<file path="config.mk">
export PLATFORM = sky130hd
export DESIGN_NAME = tt_um_delta_decoder
export DESIGN_NICKNAME = d
export VERILOG_FILES = /design/src/rtl/tt_um_delta_decoder_pkg.sv /design/src/rtl/tt_um_delta_decoder_sync_edge.sv /design/src/rtl/tt_um_delta_decoder.sv
export SDC_FILE = /design/constraint.sdc
export NUM_CORES = 1
export LEC_CHECK = 0
export BUFFER_PORTS_ARGS = -buffer_cell sky130_fd_sc_hd__buf_2
export CAP_MARGIN = 40
export CORE_MARGIN = 2
export CORE_UTILIZATION = 34
export CTS_CLUSTER_SIZE = 28
export DETAILED_ROUTE_END_ITERATION = 8
export MAX_ROUTING_LAYER = met4
export PLACE_DENSITY = 0.71
export SYNTH_ARGS = -nofsm -noshare
export SYNTH_HDL_FRONTEND = slang
export SYNTH_SLANG_ARGS = --single-unit
</file>
<file path="constraint.sdc">
create_clock -name clk -period 2.3 [get_ports clk]
set_clock_uncertainty 0.15 [all_clocks]
set_input_delay 0 -clock clk [delete_from_list [all_inputs] [get_ports clk]]
set_output_delay 0 -clock clk [all_outputs]
set_load 0.02 [all_outputs]
</file>
<file path="src/rtl/tt_um_delta_decoder_pkg.sv">
// Shared definitions for the delta decoder: state encoding and uio bit map.
package tt_um_delta_decoder_pkg;

    typedef enum logic {
        UNSEEDED = 1'b0,
        RUN      = 1'b1
    } state_t;

    localparam int STB    = 0;
    localparam int SEED   = 1;
    localparam int SAT    = 2;
    localparam int OVAL   = 4;
    localparam int OVF    = 5;
    localparam int UNF    = 6;
    localparam int SEEDED = 7;

    localparam int         SYNC_W     = 3;
    localparam logic [7:0] UIO_OE_VAL = 8'hF0;

endpackage

</file>
<file path="src/rtl/tt_um_delta_decoder_sync_edge.sv">
// Two-flop synchronizer for a control bus plus a history flop on one bit
// for rising-edge detection.
module tt_sync_edge #(
    parameter int W        = 3,
    parameter int EDGE_BIT = 0
) (
    input  logic         clk,
    input  logic         rst_n,
    input  logic [W-1:0] i_d,
    output logic [W-1:0] o_sync,
    output logic         o_edge
);

    logic [W-1:0] r_s1;
    logic [W-1:0] r_s2;
    logic         r_hist;

    always_ff @(posedge clk) begin
        if (!rst_n) begin
            r_s1   <= '0;
            r_s2   <= '0;
            r_hist <= 1'b0;
        end else begin
            r_s1   <= i_d;
            r_s2   <= r_s1;
            r_hist <= r_s2[EDGE_BIT];
        end
    end

    assign o_sync = r_s2;
    assign o_edge = r_s2[EDGE_BIT] & ~r_hist;

endmodule

</file>
<file path="src/rtl/tt_um_delta_decoder.sv">
// Delta decoder: reconstructs an 8-bit value from a seed plus signed deltas
// delivered by a strobed host interface on the uio pins.
module tt_um_delta_decoder
    import tt_um_delta_decoder_pkg::*;
(
    input  logic       clk,
    input  logic       rst_n,
    input  logic       ena,
    input  logic [7:0] ui_in,
    input  logic [7:0] uio_in,
    output logic [7:0] uo_out,
    output logic [7:0] uio_out,
    output logic [7:0] uio_oe
);

    state_t      r_state;
    state_t      w_state_nx;
    logic [7:0]  r_acc;
    logic [7:0]  w_acc_nx;
    logic        r_ovf;
    logic        w_ovf_nx;
    logic        r_unf;
    logic        w_unf_nx;
    logic        r_oval;
    logic        w_oval_nx;

    logic [SYNC_W-1:0] w_sync;
    logic              w_edge;
    logic [9:0]        w_sum;
    logic [7:0]        w_uio;
    logic              w_unused;

    tt_sync_edge #(
        .W        (SYNC_W),
        .EDGE_BIT (STB)
    ) u_sync (
        .clk    (clk),
        .rst_n  (rst_n),
        .i_d    (uio_in[SYNC_W-1:0]),
        .o_sync (w_sync),
        .o_edge (w_edge)
    );

    // Range is -128..382, so bit 9 is the sign and bit 8 flags > 255.
    assign w_sum = {2'b00, r_acc} + {{2{ui_in[7]}}, ui_in};

    always_ff @(posedge clk) begin
        if (!rst_n) begin
            r_state <= UNSEEDED;
            r_acc   <= 8'h00;
            r_ovf   <= 1'b0;
            r_unf   <= 1'b0;
            r_oval  <= 1'b0;
        end else begin
            r_state <= w_state_nx;
            r_acc   <= w_acc_nx;
            r_ovf   <= w_ovf_nx;
            r_unf   <= w_unf_nx;
            r_oval  <= w_oval_nx;
        end
    end

    always_comb begin
        w_state_nx = r_state;
        w_acc_nx   = r_acc;
        w_ovf_nx   = r_ovf;
        w_unf_nx   = r_unf;
        w_oval_nx  = 1'b0;
        if (w_edge) begin
            priority case (1'b1)
                w_sync[SEED]: begin
                    w_state_nx = RUN;
                    w_acc_nx   = ui_in;
                    w_ovf_nx   = 1'b0;
                    w_unf_nx   = 1'b0;
                    w_oval_nx  = 1'b1;
                end
                (r_state == RUN): begin
                    w_oval_nx = 1'b1;
                    w_acc_nx  = w_sum[7:0];
                    if (w_sum[9]) begin
                        w_unf_nx = 1'b1;
                        if (w_sync[SAT]) w_acc_nx = 8'h00;
                    end else if (w_sum[8]) begin
                        w_ovf_nx = 1'b1;
                        if (w_sync[SAT]) w_acc_nx = 8'hFF;
                    end
                end
                default: begin
                end
            endcase
        end
    end

    always_comb begin
        w_uio         = 8'h00;
        w_uio[OVAL]   = r_oval;
        w_uio[OVF]    = r_ovf;
        w_uio[UNF]    = r_unf;
        w_uio[SEEDED] = (r_state == RUN);
    end

    assign uo_out   = r_acc;
    assign uio_out  = w_uio;
    assign uio_oe   = UIO_OE_VAL;
    assign w_unused = &{1'b0, ena, uio_in[7:3], w_sync[STB]};

endmodule

</file>
==> results of run 1 <==
[timing repair]
action                     CTS  global route
pin swaps                    1             8
hold endpoints to repair    14             1
buffers inserted             0             1
setup endpoints to repair    4            10
gates cloned                 0             0
gates resized for setup      1            17
hold buffers                14             1
[registers in the layout, indices dropped and copies added, names as in the netlist]
name,flops
uo_out,8
r_ovf,1
r_state,1
u_sync.o_sync,3
r_oval,1
u_sync.r_hist,1
u_sync.r_s1,3
r_unf,1
[final timing paths]
kind | startpoint | end
hold / removal | ui_in[0] | uo_out[0]$_SDFFE_PN0P_
setup reg to reg | uo_out[0]$_SDFFE_PN0P_ | uo_out[6]$_SDFFE_PN0P_
hold reg to reg | u_sync.r_s1[0]$_SDFF_PN0_ | u_sync.o_sync[0]$_SDFF_PN0_
setup / recovery | ui_in[4] | uo_out[7]$_SDFFE_PN0P_
[metrics by stage]
stage | util | cell area (um^2)
finish | 0.495 | 1690
global route | 0.495 | 1690
CTS | 0.462 | 1580
detailed placement | 0.412 | 1410
global placement | 0.412 | 1410
floorplan | - | 1290
[final cells by class]
class / count / area [um^2]
flip-flops and latches: 19 / 385
well taps: 46 / 57.6
clock inverters: 1 / 5.00
inverters: 3 / 11.3
multi-input cells: 109 / 865
fillers: 355 / 1720
clock buffers: 3 / 22.5
repair buffers: 49 / 345
[report_power, final]
part	internal (mW)	switching (mW)
logic	0.0723	0.0812
registers	0.337	0.00435
clock network	0.0648	0.113
[synthesized netlist by cell type (all sizes together), types with 4 or more instances]
library cell / instances
a211oi: 4
nand2: 5
a21oi: 9
o21ai: 4
nor3: 6
a21o: 4
and2: 7
o22ai: 8
dfxtp: 19
ha: 9
a22oi: 7
nor2: 6
buf: 16
[cells in the final DEF (no fill, tap or decap), types with 3 or more instances in the layout]
cell                            instances
sky130_fd_sc_hd__ha_1                   4
sky130_fd_sc_hd__nand2_1                5
sky130_fd_sc_hd__a21oi_1                7
sky130_fd_sc_hd__dlygate4sd3_1         15
sky130_fd_sc_hd__and2_1                 7
sky130_fd_sc_hd__a21o_1                 3
sky130_fd_sc_hd__o21ai_0                3
sky130_fd_sc_hd__o22ai_1                5
sky130_fd_sc_hd__ha_4                   4
sky130_fd_sc_hd__clkbuf_4               3
sky130_fd_sc_hd__nor2_1                 6
sky130_fd_sc_hd__nand3_1                3
sky130_fd_sc_hd__conb_1                12
sky130_fd_sc_hd__nor3_1                 3
sky130_fd_sc_hd__inv_1                  3
sky130_fd_sc_hd__nor3_2                 3
sky130_fd_sc_hd__a22oi_1                7
sky130_fd_sc_hd__dfxtp_1               15
sky130_fd_sc_hd__dfxtp_2                4
sky130_fd_sc_hd__buf_2                 24
sky130_fd_sc_hd__o22ai_2                3
sky130_fd_sc_hd__buf_4                 10
[logic make-up after synthesis]
kind of cell / after synthesis / share of synthesized area
compound gates: 42 / 0.246
simple gates: 41 / 0.187
buf+inv: 22 / 0.115
flops: 19 / 0.308
fa+ha+maj: 10 / 0.107
xor+xnor: 3 / 0.0213
other cells: 2 / 0.00608
mux: 1 / 0.00911
[tightest hold or removal path, cell delays in order]
cell	delay (ns)
sky130_fd_sc_hd__buf_2	0.11
sky130_fd_sc_hd__and3_1	0.16
sky130_fd_sc_hd__a21oi_1	0.05
sky130_fd_sc_hd__o22ai_2	0.15
[metal layers]
| layer | vias to the layer above | global-route usage |
|---|---|---|
| met5 | - | - |
| met1 | 540 | 0.202 |
| met2 | 47 | 0.247 |
| met3 | 6 | 0.0335 |
| met4 | 0 | 0.0479 |
| li1 | 584 | - |
==> out/results.txt, run 1 <==
The flow ran to the end, and the final reports show no timing, DRC or antenna violations. The tools report the number of instances in the placed design as 210. The die width came out at 64.3 um. The logs give 19 for the total clock sinks and 0.362 for the initial standard-cell utilization of the core. The logs give 0.0650 ns for the worst hold slack after final layout and 442 MHz for the maximum operating frequency.

The total negative setup slack is 0 ns, and the largest fanout of any net on the critical path is 8. The deepest level of the CTS H-tree came out at 1. For the number of antenna violations at the first check in global routing, the log shows 0. In the post-synthesis netlist, the biggest area contributors are sky130_fd_sc_hd__dfxtp_1, sky130_fd_sc_hd__buf_4, sky130_fd_sc_hd__ha_1, sky130_fd_sc_hd__a22oi_1, sky130_fd_sc_hd__a21oi_1. After detailed routing, the number of remaining DRC violations is 0. The total stage count of the critical path came out at 8. The logs give 0 for the final-report hold violation count and 0.802 for the final weighted congestion of routability-driven global placement. The delay of the slowest critical-path stage works out to 0.54 ns. The remaining number of nets flagged by the antenna check after routing is 0, and the number of register bits inferred by synthesis is 19. The HPWL after detailed placement is 2120 um.

Port buffering added 24 buffers. In this run the standard cell core region covers 0.00342 mm^2. Setup repair after global routing could not meet its margin everywhere. The mapped netlist covers 0.00124 mm^2. OpenSTA, run right after detailed placement, puts the worst setup slack at 0.0114 ns. The part of the cycle the worst path needs is 0.984, and the total number of yosys warnings is 0.

The total overflow left after global routing is 0. The path class of the tightest hold or removal check is in2reg. Setup violations remaining at the end of the flow were counted as 0. The total power is 0.673 mW. Worst-path cell with the longest stage delay: sky130_fd_sc_hd__dlygate4sd3_1. In the routed layout, each cell is associated on average with a via count of 5.12.

The number of synthesized flops with an enable pin works out to 0. The portion of synthesized cell area occupied by the leading cell type came out at 0.308. Share of async-settable or async-resettable flops after synthesis: 0. The library cell with the largest summed area after synthesis was sky130_fd_sc_hd__dfxtp_1.

The fraction of final layout cells with drive strength greater than 1 works out to 0.380. The number of DRC violations after detailed-routing iteration 0 was 32. Post-CTS clock slew at the launch and capture registers of the worst setup and hold paths: 0.12 ns.

The combined buffer and inverter count along the critical path is 2. Cell family with the largest share of critical-path delay: compound AO/OA/AOI/OAI gates. The number of cells on the worst reg-to-reg path is 7. In the detailed route, the total length drawn on met3 is 189 um. The routed wire length is 3160 um, and the fraction of the yosys area taken by sequential cells is 0.308.

Via count of the first global-routing pass: 1,094. The routed length on met1 is 1390 um. The worst setup path is of the in2reg kind. The height of the die works out to 64.3 um. Endpoint arrival time on the critical path: 2.35 ns. The number of nets in the finished design is 214, and the post-layout minimum cycle time is 2.26 ns. The number of antenna diodes in the final layout is 0.

The routed design uses 1540 um of met2 wire. The via count is 1,177. For the worst-skew pair, the clock arrives at the later sink with an insertion delay of 0.30 ns. Most used flip-flop cell after synthesis: sky130_fd_sc_hd__dfxtp_1. TritonCTS built the clock tree. The first global-routing pass estimated 4990 um of wire. The number of buffers inserted during clock tree synthesis came out at 3. Entering global routing, the biggest net connects 13 pins. STA puts the critical path data required time at 2.38 ns. Summed over all cells, the static leakage comes to 0.765 nW. The final cell count without fillers was 230; the site row count was 21.

The tools report the number of iterations in the first detailed-routing pass as 4. From synthesis to final layout, the design area changed by 36.8%. For the max-cap check violation count, the log shows 0. Setup slack on the worst reg-to-reg path comes out at 0.04 ns. Setup slack on the critical path of the routed design comes to 0.0357 ns. Pin placement for this block handled 43 I/O pins.

The worst setup path is launched from an input pin. STA classifies the critical path endpoint as a register. The longest clock path from root to sink contains 2 buffers.

After detailed routing, the average wire length per cell comes to 13.7 um. Synthesis handed over a netlist of 140 instances. A synthesized cell averages 8.83 um^2. In this run the clock root is driven by a sky130_fd_sc_hd__clkbuf_4.

The all-layer global routing usage is 0.157, and the power per unit of standard cell area is 398 mW/mm^2. The logs give 39 for the count of cell types in the netlist and 0.00413 mm^2 for the total die area. Top layer reached by signal wires: met4. The number of instances on the worst hold path was 4. Walking the worst path, the cells encountered are dlygate4sd3_1 > buf_2 > ha_4 > a21o_1 > a221o_1 > or3_4 > a31o_4 > o22ai_2. The run gives 0 as the number of pins with negative max-slew slack in the final report.

IR analysis of the VDD net gives a maximum drop of 0.392 mV.
(Power assumes the default switching activity.)
==> inputs of run 2 (changes only) <==
--- a/config.mk
+++ b/config.mk
@@ -11,6 +11,7 @@
 export CORE_UTILIZATION = 34
 export CTS_CLUSTER_SIZE = 28
 export DETAILED_ROUTE_END_ITERATION = 8
+export HOLD_SLACK_MARGIN = 0.08
 export MAX_ROUTING_LAYER = met4
 export PLACE_DENSITY = 0.71
 export SYNTH_ARGS = -nofsm -noshare
==> run 2 against run 1 <==
Total power up 0.19%. Core utilization up 0.18 points. Critical endpoint is now uo_out[6]$_SDFFE_PN0P_. Clock-buffer cell count unchanged. Flip-flop and latch count unchanged. First-iteration DRC count up 94%. Global-route usage up 0.076 points. Sequential power about the same.
==> out/results.txt, run 2 (same netlist as run 1, synthesis figures left out) <==
The power per unit of standard cell area works out to 397 mW/mm^2 (was 398 mW/mm^2). The tools report the number of DRC violations after detailed-routing iteration 0 as 62 (was 32). The number of iterations in the first detailed-routing pass is 4 (unchanged), and the setup violation total in the final timing report is 0 (unchanged). The tools report the cell at the root of the clock tree as sky130_fd_sc_hd__clkbuf_4 (unchanged). The tools report the half-perimeter wire length of the detailed placement result as 2120 um (unchanged).

Setup repair after global routing could not meet its margin everywhere. The type of element capturing the critical path is a register (unchanged). The post-CTS clock slew at the launch and capture registers of the worst setup and hold paths works out to 0.12 ns (about the same).

Summed area of non-filler cells in the final layout: 0.00170 mm^2 (was 0.00169 mm^2). The final cell count without fillers was 231 (was 230). The final weighted congestion of routability-driven global placement was 0.802 (unchanged); the max-cap check violation count was 0 (unchanged).

Number of buffers inserted during clock tree synthesis: 3 (unchanged). The largest buffer count on any clock path is 2 (unchanged). The logs give 13 (unchanged) for the maximum number of pins on one net before global-route repair and 0 (unchanged) for the number of antenna cells inserted. The logs give 2.33 ns (was 2.35 ns) for the endpoint arrival time on the critical path and 1 (unchanged) for the deepest level of the CTS H-tree. Final-report hold violation count: 0 (unchanged). The run gives 43 (unchanged) as the total I/O pin count. The post-placement setup slack was 0.0114 ns (unchanged). The detail-routed net length per standard cell is 13.6 um (was 13.7 um). Maximum operating frequency: 444 MHz (was 442 MHz). The logs give 210 (unchanged) for the number of instances in the placed design and 0.211 ns (was 0.0650 ns) for the worst hold slack after final layout. Detailed-route vias per instance: 5.13 (was 5.12). The initial standard-cell utilization of the core was 0.362 (unchanged); the clock network latency to the later pin of the worst-skew pair was 0.30 ns (about the same). The most common cell after layout, fill and taps aside is sky130_fd_sc_hd__buf_2 (unchanged). The largest fanout of any net on the critical path is 8 (unchanged). Die width: 64.3 um (unchanged). The critical setup path kind is in2reg (unchanged).

The path type of the worst min-delay path is in2reg (unchanged). The delay of the slowest critical-path stage is 0.53 ns (was 0.54 ns), and the wire length of the first global-routing pass is 5020 um (was 4990 um). The remaining number of nets flagged by the antenna check after routing was 0 (unchanged); the signed area change from the synthesized netlist to the final layout was 37.3% (was 36.8%).

The via count is 1,186 (was 1,177). Cell-by-cell listing of the critical path: dlygate4sd3_1 > buf_2 > ha_1 > and3_2 > a221o_1 > or3_4 > a31o_4 > o22ai_2 (was dlygate4sd3_1 > buf_2 > ha_4 > a21o_1 > a221o_1 > or3_4 > a31o_4 > o22ai_2). Routed wire length: 3130 um (was 3160 um). The post-detailed-placement cell area is 0.00141 mm^2 (unchanged).

The tools report the leftover overflow at the end of global routing as 0 (unchanged). For the total core area, the log shows 0.00342 mm^2 (unchanged). The total negative setup slack was 0 ns (unchanged). Cell family with the largest share of critical-path delay: compound AO/OA/AOI/OAI gates (unchanged).

Total clock sinks: 19 (unchanged). The part of the cycle the worst path needs is 0.978 (was 0.984). For the worst supply voltage drop on vdd, the log shows 0.390 mV (was 0.392 mV).

For the final worst setup slack, the log shows 0.0498 ns (was 0.0357 ns). Worst-path cell with the longest stage delay: sky130_fd_sc_hd__dlygate4sd3_1 (unchanged). Most frequent cells in the layout: sky130_fd_sc_hd__buf_2, sky130_fd_sc_hd__dlygate4sd3_1, sky130_fd_sc_hd__dfxtp_1 (unchanged).

The fraction of final layout cells with drive strength greater than 1 is 0.373 (was 0.380). Post-layout minimum cycle time: 2.25 ns (was 2.26 ns). The run finished with clean final reports. For the required time of the worst setup path, the log shows 2.38 ns (about the same). The type of element launching the critical path was an input pin (unchanged). The logs give 215 (was 214) for the number of nets in the finished design and 0.497 (was 0.495) for the final standard cell utilization of the core. The leakage power is 0.763 nW (was 0.765 nW), and the total power is 0.674 mW (was 0.673 mW). The combined buffer and inverter count along the critical path was 2 (unchanged); the total die area was 0.00413 mm^2 (unchanged). The flip-flop count of the largest register after layout is 8 (unchanged), and the count of unresolved DRC violations after routing is 0 (unchanged). The number of antenna violations at the first check in global routing was 0 (unchanged). The tools report the site row count as 21 (unchanged). TritonCTS built the clock tree.

The tools report the all-layer global routing usage as 0.158 (was 0.157). The via count of the first global-routing pass was 1,109 (was 1,094). The number of pins with negative max-slew slack in the final report is 0 (unchanged), and the height of the die is 64.3 um (unchanged). The number of port buffers works out to 24 (unchanged).
## run 2: power by group
| part | total (mW) | internal (mW) | switching (mW) | leakage, nW |
|---|---|---|---|---|
| combinational | 0.155 | 0.0736 | 0.0811 | 0.589 |
| sequential | 0.342 | 0.337 | 0.00439 | 0.156 |
| clock | 0.177 | 0.0649 | 0.113 | 0.0177 |
| total | 0.674 | 0.476 | 0.198 | 0.763 |
## run 2: tightest hold or removal path, delay by kind of cell
kind | cells | cell delay (ns)
AOI/OAI and AO/OA | 1 | 0.11
adders and majority gates | 2 | 0.33
buffers and inverters | 1 | 0.12
and+or+nand+nor | 1 | 0.05
## run 2: path summary, 6_finish.rpt
| check | from | endpoint | slack [ns] | cells after the start |
|---|---|---|---|---|
| worst max register to register | uo_out[0]$_SDFFE_PN0P_ | uo_out[3]$_SDFFE_PN0P_ | 0.05 | 7 |
| worst min-delay path | ui_in[0] | uo_out[1]$_SDFFE_PN0P_ | 0.21 | 5 |
| worst min register to register | u_sync.r_s1[0]$_SDFF_PN0_ | u_sync.o_sync[0]$_SDFF_PN0_ | 0.30 | 1 |
| worst max-delay path | ui_in[7] | uo_out[6]$_SDFFE_PN0P_ | 0.05 | 8 |
## run 2: area by class of cell
class	instances	area, um^2
repair buffers	50	355
well taps	46	57.6
multi-input cells	109	862
flip-flops and latches	19	384
inverters	3	11.3
clock buffers	3	22.5
clock inverters	1	5.00
fillers	358	1720
## run 2: per-layer routing
metal	GRT usage	vias to the layer above	part of all wire
met4	0.0479	0	0.0080
met5	-	-	0
met2	0.253	44	0.48
met3	0.0335	4	0.057
met1	0.200	560	0.45
li1	-	578	-
## run 2: timing repair
item | 4_1_cts | 5_1_grt
hold endpoints to repair | 18 | 0
hold buffers | 16 | 0
resized for setup | 1 | 16
pin swaps | 1 | 4
setup buffers | 0 | 1
endpoints found under the setup margin | 4 | 10
